==> config.mk <==
export PLATFORM = sky130hd
export DESIGN_NAME = apb_slave_demux_flat
export DESIGN_NICKNAME = d
export VERILOG_FILES = /design/src/rtl/apb_slave_demux_if.sv /design/src/rtl/apb_slave_demux.sv /design/src/flat_wrapper.sv
export SDC_FILE = /design/constraint.sdc
export NUM_CORES = 1
export LEC_CHECK = 0
export ABC_AREA = 1
export CELL_PAD_IN_SITES_DETAIL_PLACEMENT = 1
export CELL_PAD_IN_SITES_GLOBAL_PLACEMENT = 2
export CORE_MARGIN = 2
export CORE_UTILIZATION = 23
export CTS_CLUSTER_DIAMETER = 150
export DETAILED_ROUTE_END_ITERATION = 12
export GPL_TIMING_DRIVEN = 0
export PLACE_DENSITY_LB_ADDON = 0.1
export SYNTH_ARGS = -nofsm -noshare
export SYNTH_HDL_FRONTEND = slang
export SYNTH_SLANG_ARGS = --single-unit
==> constraint.sdc <==
create_clock -name PCLK -period 4.25 [get_ports PCLK]
set_clock_uncertainty 0.05 [all_clocks]
set_input_delay 1.0625 -clock PCLK [delete_from_list [all_inputs] [get_ports PCLK]]
set_output_delay 1.0625 -clock PCLK [all_outputs]
set_load 0.05 [all_outputs]
==> src/rtl/apb_slave_demux_if.sv <==
// Upstream APB bus between the master mux and the slave demux.
// The mux drives the request side; the demux returns the response.
interface apb_slave_demux_if #(
    parameter int ADDR_W = 32,
    parameter int DATA_W = 32,
    parameter int STRB_W = 4
);
    logic              PSEL;
    logic              PENABLE;
    logic              PWRITE;
    logic [ADDR_W-1:0] PADDR;
    logic [DATA_W-1:0] PWDATA;
    logic [STRB_W-1:0] PSTRB;
    logic [2:0]        PPROT;
    logic [DATA_W-1:0] PRDATA;
    logic              PREADY;
    logic              PSLVERR;

    modport master (
        output PSEL, PENABLE, PWRITE, PADDR, PWDATA, PSTRB, PPROT,
        input  PRDATA, PREADY, PSLVERR
    );

    modport slave (
        input  PSEL, PENABLE, PWRITE, PADDR, PWDATA, PSTRB, PPROT,
        output PRDATA, PREADY, PSLVERR
    );
endinterface

==> src/rtl/apb_slave_demux.sv <==
// Routes one arbitrated APB transfer to a peripheral by address decode.
// Unmapped addresses and hung slaves complete upstream with PSLVERR.
module apb_slave_demux #(
    parameter int NUM_APB_SLAVES = 4,
    parameter int APB_ADDR_WIDTH = 32,
    parameter int APB_DATA_WIDTH = 32,
    parameter int APB_STRB_WIDTH = 4,
    parameter logic [APB_ADDR_WIDTH-1:0] SLV_MASK = 32'hF000_0000,
    parameter logic [NUM_APB_SLAVES*APB_ADDR_WIDTH-1:0] SLV_BASE =
        {32'h3000_0000, 32'h2000_0000, 32'h1000_0000, 32'h0000_0000},
    parameter int TIMEOUT_CYCLES = 16
) (
    input  logic                                     PCLK,
    input  logic                                     PRESETn,
    apb_slave_demux_if.slave                         up,
    output logic [NUM_APB_SLAVES-1:0]                PSEL_d,
    output logic                                     PENABLE_d,
    output logic                                     PWRITE_d,
    output logic [APB_ADDR_WIDTH-1:0]                PADDR_d,
    output logic [APB_DATA_WIDTH-1:0]                PWDATA_d,
    output logic [APB_STRB_WIDTH-1:0]                PSTRB_d,
    output logic [2:0]                               PPROT_d,
    input  logic [NUM_APB_SLAVES*APB_DATA_WIDTH-1:0] PRDATA_d,
    input  logic [NUM_APB_SLAVES-1:0]                PREADY_d,
    input  logic [NUM_APB_SLAVES-1:0]                PSLVERR_d,
    output logic [7:0]                               decerr_cnt,
    output logic [7:0]                               tmo_cnt
);

    localparam int IDX_W = (NUM_APB_SLAVES > 1) ? $clog2(NUM_APB_SLAVES) : 1;
    localparam int TMR_W = $clog2(TIMEOUT_CYCLES + 1);

    typedef enum logic [1:0] {IDLE, D_SETUP, D_ACCESS, RESP} state_t;

    state_t                    state;
    logic [IDX_W-1:0]          idx;
    logic [TMR_W-1:0]          timer;
    logic [APB_DATA_WIDTH-1:0] rsp_data;
    logic                      rsp_err;

    logic                      hit;
    logic [IDX_W-1:0]          hit_idx;
    logic                      sel_ready;
    logic                      sel_err;
    logic [APB_DATA_WIDTH-1:0] sel_rdata;

    // Scanning downward lets the lowest matching index win on overlapping bases.
    always_comb begin
        hit     = 1'b0;
        hit_idx = '0;
        for (int i = NUM_APB_SLAVES - 1; i >= 0; i--) begin
            if ((up.PADDR & SLV_MASK) == SLV_BASE[i*APB_ADDR_WIDTH +: APB_ADDR_WIDTH]) begin
                hit     = 1'b1;
                hit_idx = IDX_W'(i);
            end
        end
    end

    assign sel_ready = PREADY_d[idx];
    assign sel_err   = PSLVERR_d[idx];
    assign sel_rdata = PRDATA_d[idx*APB_DATA_WIDTH +: APB_DATA_WIDTH];

    assign up.PREADY  = (state == RESP) && up.PSEL && up.PENABLE;
    assign up.PSLVERR = (state == RESP) && rsp_err;
    assign up.PRDATA  = (state == RESP) ? rsp_data : '0;

    always_ff @(posedge PCLK or negedge PRESETn) begin
        if (!PRESETn) begin
            state      <= IDLE;
            idx        <= '0;
            timer      <= '0;
            rsp_data   <= '0;
            rsp_err    <= 1'b0;
            PSEL_d     <= '0;
            PENABLE_d  <= 1'b0;
            PWRITE_d   <= 1'b0;
            PADDR_d    <= '0;
            PWDATA_d   <= '0;
            PSTRB_d    <= '0;
            PPROT_d    <= '0;
            decerr_cnt <= '0;
            tmo_cnt    <= '0;
        end else begin
            case (state)
                IDLE: begin
                    if (up.PSEL && !up.PENABLE) begin
                        PWRITE_d <= up.PWRITE;
                        PADDR_d  <= up.PADDR;
                        PWDATA_d <= up.PWDATA;
                        PSTRB_d  <= up.PSTRB;
                        PPROT_d  <= up.PPROT;
                        idx      <= hit_idx;
                        if (hit) begin
                            PSEL_d <= NUM_APB_SLAVES'(1) << hit_idx;
                            state  <= D_SETUP;
                        end else begin
                            rsp_err  <= 1'b1;
                            rsp_data <= '0;
                            if (decerr_cnt != 8'hFF) decerr_cnt <= decerr_cnt + 8'd1;
                            state    <= RESP;
                        end
                    end
                end
                D_SETUP: begin
                    PENABLE_d <= 1'b1;
                    timer     <= '0;
                    state     <= D_ACCESS;
                end
                D_ACCESS: begin
                    // A ready on the final allowed cycle still counts as a real response.
                    if (sel_ready) begin
                        rsp_data  <= PWRITE_d ? '0 : sel_rdata;
                        rsp_err   <= sel_err;
                        PSEL_d    <= '0;
                        PENABLE_d <= 1'b0;
                        state     <= RESP;
                    end else if (timer == TMR_W'(TIMEOUT_CYCLES - 1)) begin
                        rsp_data  <= '0;
                        rsp_err   <= 1'b1;
                        PSEL_d    <= '0;
                        PENABLE_d <= 1'b0;
                        if (tmo_cnt != 8'hFF) tmo_cnt <= tmo_cnt + 8'd1;
                        state     <= RESP;
                    end else begin
                        timer <= timer + TMR_W'(1);
                    end
                end
                RESP: begin
                    // Losing PSEL before completion discards the response.
                    if (!up.PSEL || up.PENABLE) begin
                        state <= IDLE;
                    end
                end
                default: state <= IDLE;
            endcase
        end
    end

endmodule

==> src/flat_wrapper.sv <==
// flat-port wrapper written by rule: the top's interface ports become plain ports
module apb_slave_demux_flat 
#(
    parameter int NUM_APB_SLAVES = 4,
    parameter int APB_ADDR_WIDTH = 32,
    parameter int APB_DATA_WIDTH = 32,
    parameter int APB_STRB_WIDTH = 4,
    parameter logic [APB_ADDR_WIDTH-1:0] SLV_MASK = 32'hF000_0000,
    parameter logic [NUM_APB_SLAVES*APB_ADDR_WIDTH-1:0] SLV_BASE =
        {32'h3000_0000, 32'h2000_0000, 32'h1000_0000, 32'h0000_0000},
    parameter int TIMEOUT_CYCLES = 16
)
  (PCLK, PRESETn, PSEL_d, PENABLE_d, PWRITE_d, PADDR_d, PWDATA_d, PSTRB_d, PPROT_d, PRDATA_d, PREADY_d, PSLVERR_d, decerr_cnt, tmo_cnt, up_PSEL, up_PENABLE, up_PWRITE, up_PADDR, up_PWDATA, up_PSTRB, up_PPROT, up_PRDATA, up_PREADY, up_PSLVERR);
  apb_slave_demux_if up_i ();
  input  logic PCLK;
  input  logic PRESETn;
  output logic [NUM_APB_SLAVES-1:0] PSEL_d;
  output logic PENABLE_d;
  output logic PWRITE_d;
  output logic [APB_ADDR_WIDTH-1:0] PADDR_d;
  output logic [APB_DATA_WIDTH-1:0] PWDATA_d;
  output logic [APB_STRB_WIDTH-1:0] PSTRB_d;
  output logic [2:0] PPROT_d;
  input  logic [NUM_APB_SLAVES*APB_DATA_WIDTH-1:0] PRDATA_d;
  input  logic [NUM_APB_SLAVES-1:0] PREADY_d;
  input  logic [NUM_APB_SLAVES-1:0] PSLVERR_d;
  output logic [7:0] decerr_cnt;
  output logic [7:0] tmo_cnt;
  input wire logic [$bits(up_i.PSEL)-1:0] up_PSEL;
  input wire logic [$bits(up_i.PENABLE)-1:0] up_PENABLE;
  input wire logic [$bits(up_i.PWRITE)-1:0] up_PWRITE;
  input wire logic [$bits(up_i.PADDR)-1:0] up_PADDR;
  input wire logic [$bits(up_i.PWDATA)-1:0] up_PWDATA;
  input wire logic [$bits(up_i.PSTRB)-1:0] up_PSTRB;
  input wire logic [$bits(up_i.PPROT)-1:0] up_PPROT;
  output wire logic [$bits(up_i.PRDATA)-1:0] up_PRDATA;
  output wire logic [$bits(up_i.PREADY)-1:0] up_PREADY;
  output wire logic [$bits(up_i.PSLVERR)-1:0] up_PSLVERR;
  assign up_i.PSEL = up_PSEL;
  assign up_i.PENABLE = up_PENABLE;
  assign up_i.PWRITE = up_PWRITE;
  assign up_i.PADDR = up_PADDR;
  assign up_i.PWDATA = up_PWDATA;
  assign up_i.PSTRB = up_PSTRB;
  assign up_i.PPROT = up_PPROT;
  assign up_PRDATA = up_i.PRDATA;
  assign up_PREADY = up_i.PREADY;
  assign up_PSLVERR = up_i.PSLVERR;
  apb_slave_demux #(.NUM_APB_SLAVES(NUM_APB_SLAVES), .APB_ADDR_WIDTH(APB_ADDR_WIDTH), .APB_DATA_WIDTH(APB_DATA_WIDTH), .APB_STRB_WIDTH(APB_STRB_WIDTH), .SLV_MASK(SLV_MASK), .SLV_BASE(SLV_BASE), .TIMEOUT_CYCLES(TIMEOUT_CYCLES)) u_core (.PCLK(PCLK), .PRESETn(PRESETn), .up(up_i), .PSEL_d(PSEL_d), .PENABLE_d(PENABLE_d), .PWRITE_d(PWRITE_d), .PADDR_d(PADDR_d), .PWDATA_d(PWDATA_d), .PSTRB_d(PSTRB_d), .PPROT_d(PPROT_d), .PRDATA_d(PRDATA_d), .PREADY_d(PREADY_d), .PSLVERR_d(PSLVERR_d), .decerr_cnt(decerr_cnt), .tmo_cnt(tmo_cnt));
endmodule
# Word-level counts from Yosys, hierarchy flattened
# Index checks and enable logic that the tools add are counted.
# word_totals
register_bits	135
out_inout_bits	127
# classes
addsub	3
order_cmp	1
n_eq_ne	16
shift	2
mux	41
bitwise	2
reduce_logical	19
# op_table
op	count
$mux W32	6
$shiftx A128 B8 Y32	1
$pmux W32 S2	1
$logic_not A32 Y1	1
$mux W2	9
$add A8 B1 Y8 const B	2
$mux W4	4
$ne A8 B8 Y1 const B	2
$reduce_and A4 Y1	4
$mux W1	12
$mux W5	2
$pmux W5 S2	1
$eq A4 B2 Y1 const B	2
$ne A2 B2 Y1 const B	4
$pmux W2 S4	1
$pmux W4 S2	1
$reduce_and A3 Y1	2
$add A5 B1 Y5 const B	1
$eq A5 B4 Y1 const B	1
$bmux W1 S2	2
$eq A2 B2 Y1 const B	2
$eq A4 B1 Y1 const B	1
$logic_and A1 B1 Y1	4
$ne A2 B1 Y1 const B	2
other kinds (11)	16

# Logic depth before layout (Yosys ltp)
# Gate-level depths: netlist (run 1).
# depth
depth_word	9
mapped_depth	11

# Worst setup path before layout (run 1)
# No wires, ideal clock.
# synth_path
kind	input to output
startpoint	in up_PSEL
endpoint	out up_PREADY
arrival_ns	2.171
path_slack_ns	0.966
stages	2
n_path_buf	0
cell_sequence	inv_1 > nor3_1
# synth_via
elab_chain_cells	2
# synth_lines
item	line_no	rtl
from (decl)	flat_wrapper.sv:29	input wire logic [$bits(up_i.PSEL)-1:0] up_PSEL;
$logic_and A1 B1 Y1 (2 in a row)	apb_slave_demux.sv:63	assign up.PREADY = (state == RESP) && up.PSEL && up.PENABLE;
to (decl)	flat_wrapper.sv:37	output wire logic [$bits(up_i.PREADY)-1:0] up_PREADY;
# No other way between the ends.

# Final worst setup path (run 1)
# layout_path
startpoint	reg u_core.state[1]
endpoint	out up_PSLVERR
# layout_via
elab_chain_cells	2
# layout_lines
item	line_no	rtl
from (decl)	apb_slave_demux.sv:35	state_t state;
from (signal assigned)	apb_slave_demux.sv:69	state <= IDLE;
from (signal assigned)	apb_slave_demux.sv:95	state <= D_SETUP;
from (signal assigned)	apb_slave_demux.sv:100	state <= RESP;
$eq A2 B2 Y1	apb_slave_demux.sv:64	assign up.PSLVERR = (state == RESP) && rsp_err;
$logic_and A1 B1 Y1	apb_slave_demux.sv:64	
to (decl)	flat_wrapper.sv:38	output wire logic [$bits(up_i.PSLVERR)-1:0] up_PSLVERR;
# No other way between the ends.

==> results.yml, run 1 <==
routing:
  drt-vias-per-instance: 4.10
  dr.pass1.iters: 4
  post_drt_wl_per_cell_um: 15.3
  wirelength_um: 31000
  antenna_left: 0
  drc: 0
  vias: 8302
  drt_iter0_markers: 317
synthesis:
  synth_edf_count: 0
  synth-xor-area-share_pct: 1.01
  synth.distinct_cells: 29
  ys_ff_latch: 135
  async_flop_share_pct: 100
  synth.cell_area_sq_um: 7840
  yosysWarnings: 0
  synth-simple-area-share_pct: 39.5
  synth_compound_area_share_pct: 1.74
  postSynthCellCount: 1204
  syn-num-nets: 1424
  synthMuxAreaShare_pct: 0
  yosysSeqAreaShare_pct: 43.1
  synth_top_family_by_area: "simple AND/OR/NAND/NOR gates"
  synth_flop_cell: "dfrtp_1"
  synth_fa_ha_area_share_pct: 1.28
  synth_area_per_cell_sq_um: 6.51
floorplanning:
  coreArea_sq_um: 33500
  fp.dieW_um: 189
  start_util_pct: 23.4
  die_area_sq_um: 35600
  die_h_um: 189
  io_pins: 339
  row_count: 67
setup_path:
  startpoint: "u_core.state[1]"
  crit_path_frequent_cell: "clkbuf_1"
  r2r_cells: 7
  ff2ff_setup_slack_ns: 2.23
  critPathMaxFanout: 10
  start_kind: "flop"
  critPathMaxStageDelay_ns: 0.85
  criticalPathCategory: "flop to output port"
  r2r-start: "u_core.state[0]"
  cp_cell_sequence: "ha_1 -> clkbuf_1 -> clkbuf_1 -> nand2_1 -> inv_1 -> clkdlybuf4s50_1"
  endpoint_kind: "output port"
  worst_path_max_delay_cell: "clkdlybuf4s50_1"
  crit_end: "up_PSLVERR"
  cp.required_ns: 3.14
  r2r-end: "u_core.PADDR_d[15]"
  worstPathArrival_ns: 2.85
finish:
  finalNetCount: 1782
  nFillCells: 4157
  final_cell_mix: "629 x nand2_1, 337 x clkdlybuf4s50_1, 192 x inv_1, 135 x dfrtp_1, 79 x nand3_1"
  area_growth_pct: 57.9
  final_area_sq_um: 12400
  seq_area_sq_um: 3380
  multiInputGateArea_sq_um: 3410
  final_common_cell: "nand2_1"
  layout-drive-gt1-share_pct: 5.27
clock_network:
  cts_buffer_depth: 2
  clock_latency_ns: 0.43
  clock_sinks: 135
  cts_tree: "done"
  path_clk_slew_ns: 0.06
  htreeDepth: 4
  cts_buffers: 17
  root_buffer: "clkbuf_16"
power_and_ir_drop:
  p_leak_nw: 6.59
  powerDensity_nw_per_um2: 661
  peakVddDrop_v: 0.000354
global_routing:
  grt_pass1_wl_um: 49900
  grt_util_all_layers_pct: 18.0
  grt_overflow: 0
  grt_antenna_before_repair: 1
  gr-usage-met1_pct: 21.6
  busiest_layer: "met2"
  grt_use_met2_pct: 30.0
  grt_pass1_vias: 9053
  grt_max_degree: 71
  grt.met3_usage_pct: 7.08
sta:
  worstMarginPinSlew_ns: 0.599
  fmax_ghz: 0.252
  finalSetupViolations: 0
  fin_crit_sh_pct: 93.3
  hold_viol_final: 0
  min_period_ns: 3.96
  drv_slew: 0
  relSlewSlack_pct: 60.0
  grt_setup_unrepaired: "false"
  whs_ns: 0.423
  fin_tns_setup_ns: 0
min_path:
  hp-class: "flop to flop"
placement:
  place_congestion: 0.743
  io_buffers: 338
  dp_hpwl_um: 23700
  placed_area_sq_um: 11800
run:
  drv_cap: 0
status:
  status: "finished clean"
where the power goes:
| group | internal [W] | leakage (nW) | total (W) | switching (W) |
|---|---|---|---|---|
| sequential | 0.00179 | 1.75 | 0.00210 | 0.000309 |
| combinational | 0.00153 | 4.57 | 0.00465 | 0.00312 |
| clock | 0.000811 | 0.264 | 0.00144 | 0.000627 |
| total | 0.00413 | 6.59 | 0.00818 | 0.00406 |
worst min path at each step:
stage | from | to | depth (start not counted)
floorplan | u_core.rsp_data[10] | u_core.rsp_data[10] | 2
finish | u_core.PENABLE_d | u_core.PENABLE_d | 2
detailed placement | u_core.PENABLE_d | u_core.PENABLE_d | 2
global placement | u_core.PSEL_d[3] | u_core.PSEL_d[3] | 2
CTS | u_core.PENABLE_d | u_core.PENABLE_d | 2
global route | u_core.PSTRB_d[2] | u_core.PSTRB_d[2] | 2
registers in the layout, indices dropped and copies added, names as in the netlist, 2 cells and up:
register,count
u_core.state,2
u_core.decerr_cnt,8
u_core.PPROT_d,3
u_core.idx,2
u_core.rsp_data,32
u_core.PSEL_d,4
u_core.PSTRB_d,4
u_core.tmo_cnt,8
u_core.PADDR_d,32
u_core.PWDATA_d,32
u_core.timer,5
synthesized netlist by cell type (2+ instances only):
master    count  area (sq um)
buf_4         4          30.0
buf_1         3          11.3
clkbuf_1     20          75.1
dfrtp_1     135          3380
a21oi_1       2          10.0
nand3_1      79           395
xor2_1        6          52.6
o21ai_1       4          20.0
nand3_2       5          50.1
inv_4         2          12.5
nand2_4       2          22.5
nor3_1        5          25.0
o21ai_0      18          90.1
inv_1       192           721
xnor2_1       3          26.3
buf_2        24           120
inv_2         2          7.51
buf_6         3          33.8
or2_2         2          12.5
nand3b_1      3          22.5
nand2_1     629          2360
ha_1          8           100
nor2_1       47           176
kinds of logic after synthesis:
| group | after synthesis |
|---|---|
| adders and majority gates | 8 |
| AOI/OAI and AO/OA | 25 |
| and+or+nand+nor | 775 |
| buffers and inverters | 252 |
| xor gates and xnor gates | 9 |
| DFF | 135 |
through the flow:
step / util (%) / cells / setup WS (ns) / total power [W]
floorplan: - / 1204 / 0.966 / 0.00507
CTS: 36.9 / 2023 / 0.0511 / 0.00835
detailed placement: 35.2 / 1991 / 0.433 / 0.00684
finish: 36.9 / 2024 / 0.285 / 0.00818
global route: 36.9 / 2024 / 0.0330 / 0.00883
global placement: 35.1 / 1990 / -4.37 / 0.00682
area by class of cell:
| cell class | instances | area share, % |
|---|---|---|
| repair buffers | 339 | 27.6 |
| multi-input cells | 817 | 27.6 |
| flip-flops and latches | 135 | 27.3 |
| inverters | 196 | 5.99 |
| well taps | 448 | 4.53 |
| clock buffers | 19 | 3.50 |
| plain buffers | 56 | 2.49 |
| clock inverters | 13 | 1.00 |
| diodes | 1 | 0.0202 |
timing repair:
action | in CTS | in global routing
resized for setup | 0 | 4
endpoints found under the setup margin | 0 | 14
setup buffers | 0 | 0
hold buffers | 0 | 0
critical path: cells and delay by family (launching register included):
family	cells	cell delay, ns
adder cells (fa/ha/maj)	1	0.16
buffers and inverters	4	1.76
flip-flops	1	0.40
AND/OR/NAND/NOR	1	0.09
layer usage:
metal,vias to the layer above,wire length [um]
met4,0,369
met5,-,0
met1,3816,13700
met3,19,2700
li1,4231,-
met2,236,14200
Note: power is estimated with default switching activity, not from simulation.
==> inputs of run 2 (changes only) <==
--- a/config.mk
+++ b/config.mk
@@ -12,8 +12,9 @@
 export CORE_UTILIZATION = 23
 export CTS_CLUSTER_DIAMETER = 150
 export DETAILED_ROUTE_END_ITERATION = 12
+export GPL_ROUTABILITY_DRIVEN = 0
 export GPL_TIMING_DRIVEN = 0
-export PLACE_DENSITY_LB_ADDON = 0.1
+export PLACE_DENSITY_LB_ADDON = 0.3
 export SYNTH_ARGS = -nofsm -noshare
 export SYNTH_HDL_FRONTEND = slang
 export SYNTH_SLANG_ARGS = --single-unit
==> results.yml, run 2 (synthesized netlist as in run 1, its figures left out) <==
status:
  status: "finished clean"
finish:
  final_cell_mix: "629 x nand2_1, 337 x clkdlybuf4s50_1, 192 x inv_1, 135 x dfrtp_1, 79 x nand3_1"
  finalNetCount: 1782
  final_common_cell: "nand2_1"
  largestRegisters: "u_core.PADDR_d x32, u_core.PWDATA_d x32, u_core.rsp_data x32"
  multiInputGateArea_sq_um: 3410
  area_growth_pct: 58.1
  nFillCells: 4213
  layout-drive-gt1-share_pct: 5.27
  seq_area_sq_um: 3380
sta:
  fin_crit_sh_pct: 95.3
  fin_tns_setup_ns: 0
  worstMarginPinSlew_ns: 0.857
  grt_setup_unrepaired: "false"
  setup_slack_ns: 0.200
  fmax_ghz: 0.247
  drv_slew: 0
  relSlewSlack_pct: 42.8
  hold_viol_final: 0
  min_period_ns: 4.05
  finalSetupViolations: 0
floorplanning:
  fp.dieW_um: 189
  io_pins: 339
  die_h_um: 189
  start_util_pct: 23.4
  die_area_sq_um: 35600
  coreArea_sq_um: 33500
  row_count: 67
setup_path:
  critPathBufInv: 4
  cp.required_ns: 3.14
  endpoint_kind: "output port"
  crit_path_frequent_cell: "clkbuf_1"
  start_kind: "flop"
  worstPathArrival_ns: 2.94
  worst_path_max_delay_cell: "clkdlybuf4s50_1"
  critPathMaxStageDelay_ns: 0.86
  criticalPathCategory: "flop to output port"
  critPathMaxFanout: 10
  cp_cell_sequence: "ha_1 -> clkbuf_1 -> clkbuf_1 -> nand2_1 -> inv_1 -> clkdlybuf4s50_1"
  critPathTopFamily: "buffers and inverters"
routing:
  post_drt_wl_per_cell_um: 15.4
  drt-vias-per-instance: 4.14
  drc: 0
  drt_iter0_markers: 229
  vias: 8385
  wirelength_um: 31100
  dr.pass1.iters: 4
  antenna_left: 0
clock_network:
  cts_buffer_depth: 2
  htreeDepth: 4
  hold_buffers: 0
  clock_sinks: 135
  cts_setup_buffers: 0
  cts-resized-gates: 0
  path_clk_slew_ns: 0.06
  clock_latency_ns: 0.43
  cts_tree: "done"
  cts_buffers: 17
  root_buffer: "clkbuf_16"
global_routing:
  grt_antenna_before_repair: 2
  grt_max_degree: 86
  grt_pass1_wl_um: 49900
  grt.met3_usage_pct: 7.30
  gr-usage-met1_pct: 22.1
  grt_pass1_vias: 8995
  grt_use_met2_pct: 29.4
  grt_overflow: 0
  busiest_layer: "met2"
  grt_util_all_layers_pct: 17.9
run:
  drv_cap: 0
power_and_ir_drop:
  p_leak_nw: 6.59
  p_total_w: 0.00825
  peakVddDrop_v: 0.000469
  powerDensity_nw_per_um2: 665
placement:
  place_ws_ns: 0.440
  dp_hpwl_um: 24200
  io_buffers: 338
min_path:
  hp-class: "flop to flop"
-- run 2: cell types whose count changed in the layout (fill, tap and decap cells not counted) --
cell      before  now
inv_6          3    4
inv_8          0    1
diode_2        1    2
buf_6          3    4
clkbuf_2       2    0
buf_8          2    1
clkinv_2       2    1
clkbuf_8       0    1
-- run 2: worst register-to-register path, stage by stage (launching register included) --
cell	delay (ns)
dfrtp_1	0.40
inv_1	0.12
ha_1	0.24
nand3_2	0.23
inv_2	0.24
clkbuf_1	0.48
nand2_1	0.21
nand2_1	0.10
-- run 2: routing by layer --
metal / share of wire [%] / routed length [um] / vias to the layer above
li1: - / - / 4234
met1: 45 / 13800 / 3879
met2: 45 / 14100 / 253
met3: 9.1 / 2840 / 19
met4: 0.93 / 288 / 0
met5: 0 / 0 / -
-- run 2: final cells by class --
cell class / instances / share of cell area [%]
Antenna cell: 2 / 0.0404
Buffer: 56 / 2.46
Clock buffer: 18 / 3.54
Clock inverter: 14 / 1.12
Inverter: 196 / 5.98
Multi-Input combinational cell: 817 / 27.5
Sequential cell: 135 / 27.3
Tap cell: 448 / 4.52
Timing Repair Buffer: 339 / 27.5
-- run 2: where the power goes --
| group | switching (W) | internal (W) | total [W] |
|---|---|---|---|
| clock network | 0.000641 | 0.000834 | 0.00147 |
| logic | 0.00315 | 0.00152 | 0.00468 |
| registers | 0.000310 | 0.00179 | 0.00210 |
-- run 2: stage by stage --
stage	area, sq um	utilization, %	hold WS, ns	cells
floorplan	7840	-	0.399	1204
global placement	11800	35.1	0.411	1990
detailed placement	11800	35.2	0.415	1991
CTS	12400	36.9	0.432	2023
global route	12400	37.0	0.451	2025
finish	12400	37.0	0.426	2025
-- run 2: path summary, 6_finish.rpt --
kind                                  start                  to  slack (ns)  cells past startpoint
max                         u_core.state[1]        up_PRDATA[9]        0.20                      6
min                        u_core.PSEL_d[2]    u_core.PSEL_d[2]        0.43                      2
max reg2reg                 u_core.state[0]  u_core.PWDATA_d[4]        2.14                      7
min reg2reg                u_core.PSEL_d[2]    u_core.PSEL_d[2]        0.43                      2
max in group asynchronous           PRESETn  u_core.PADDR_d[14]        2.69                      2
min in group asynchronous           PRESETn   u_core.PADDR_d[2]        0.68                      1
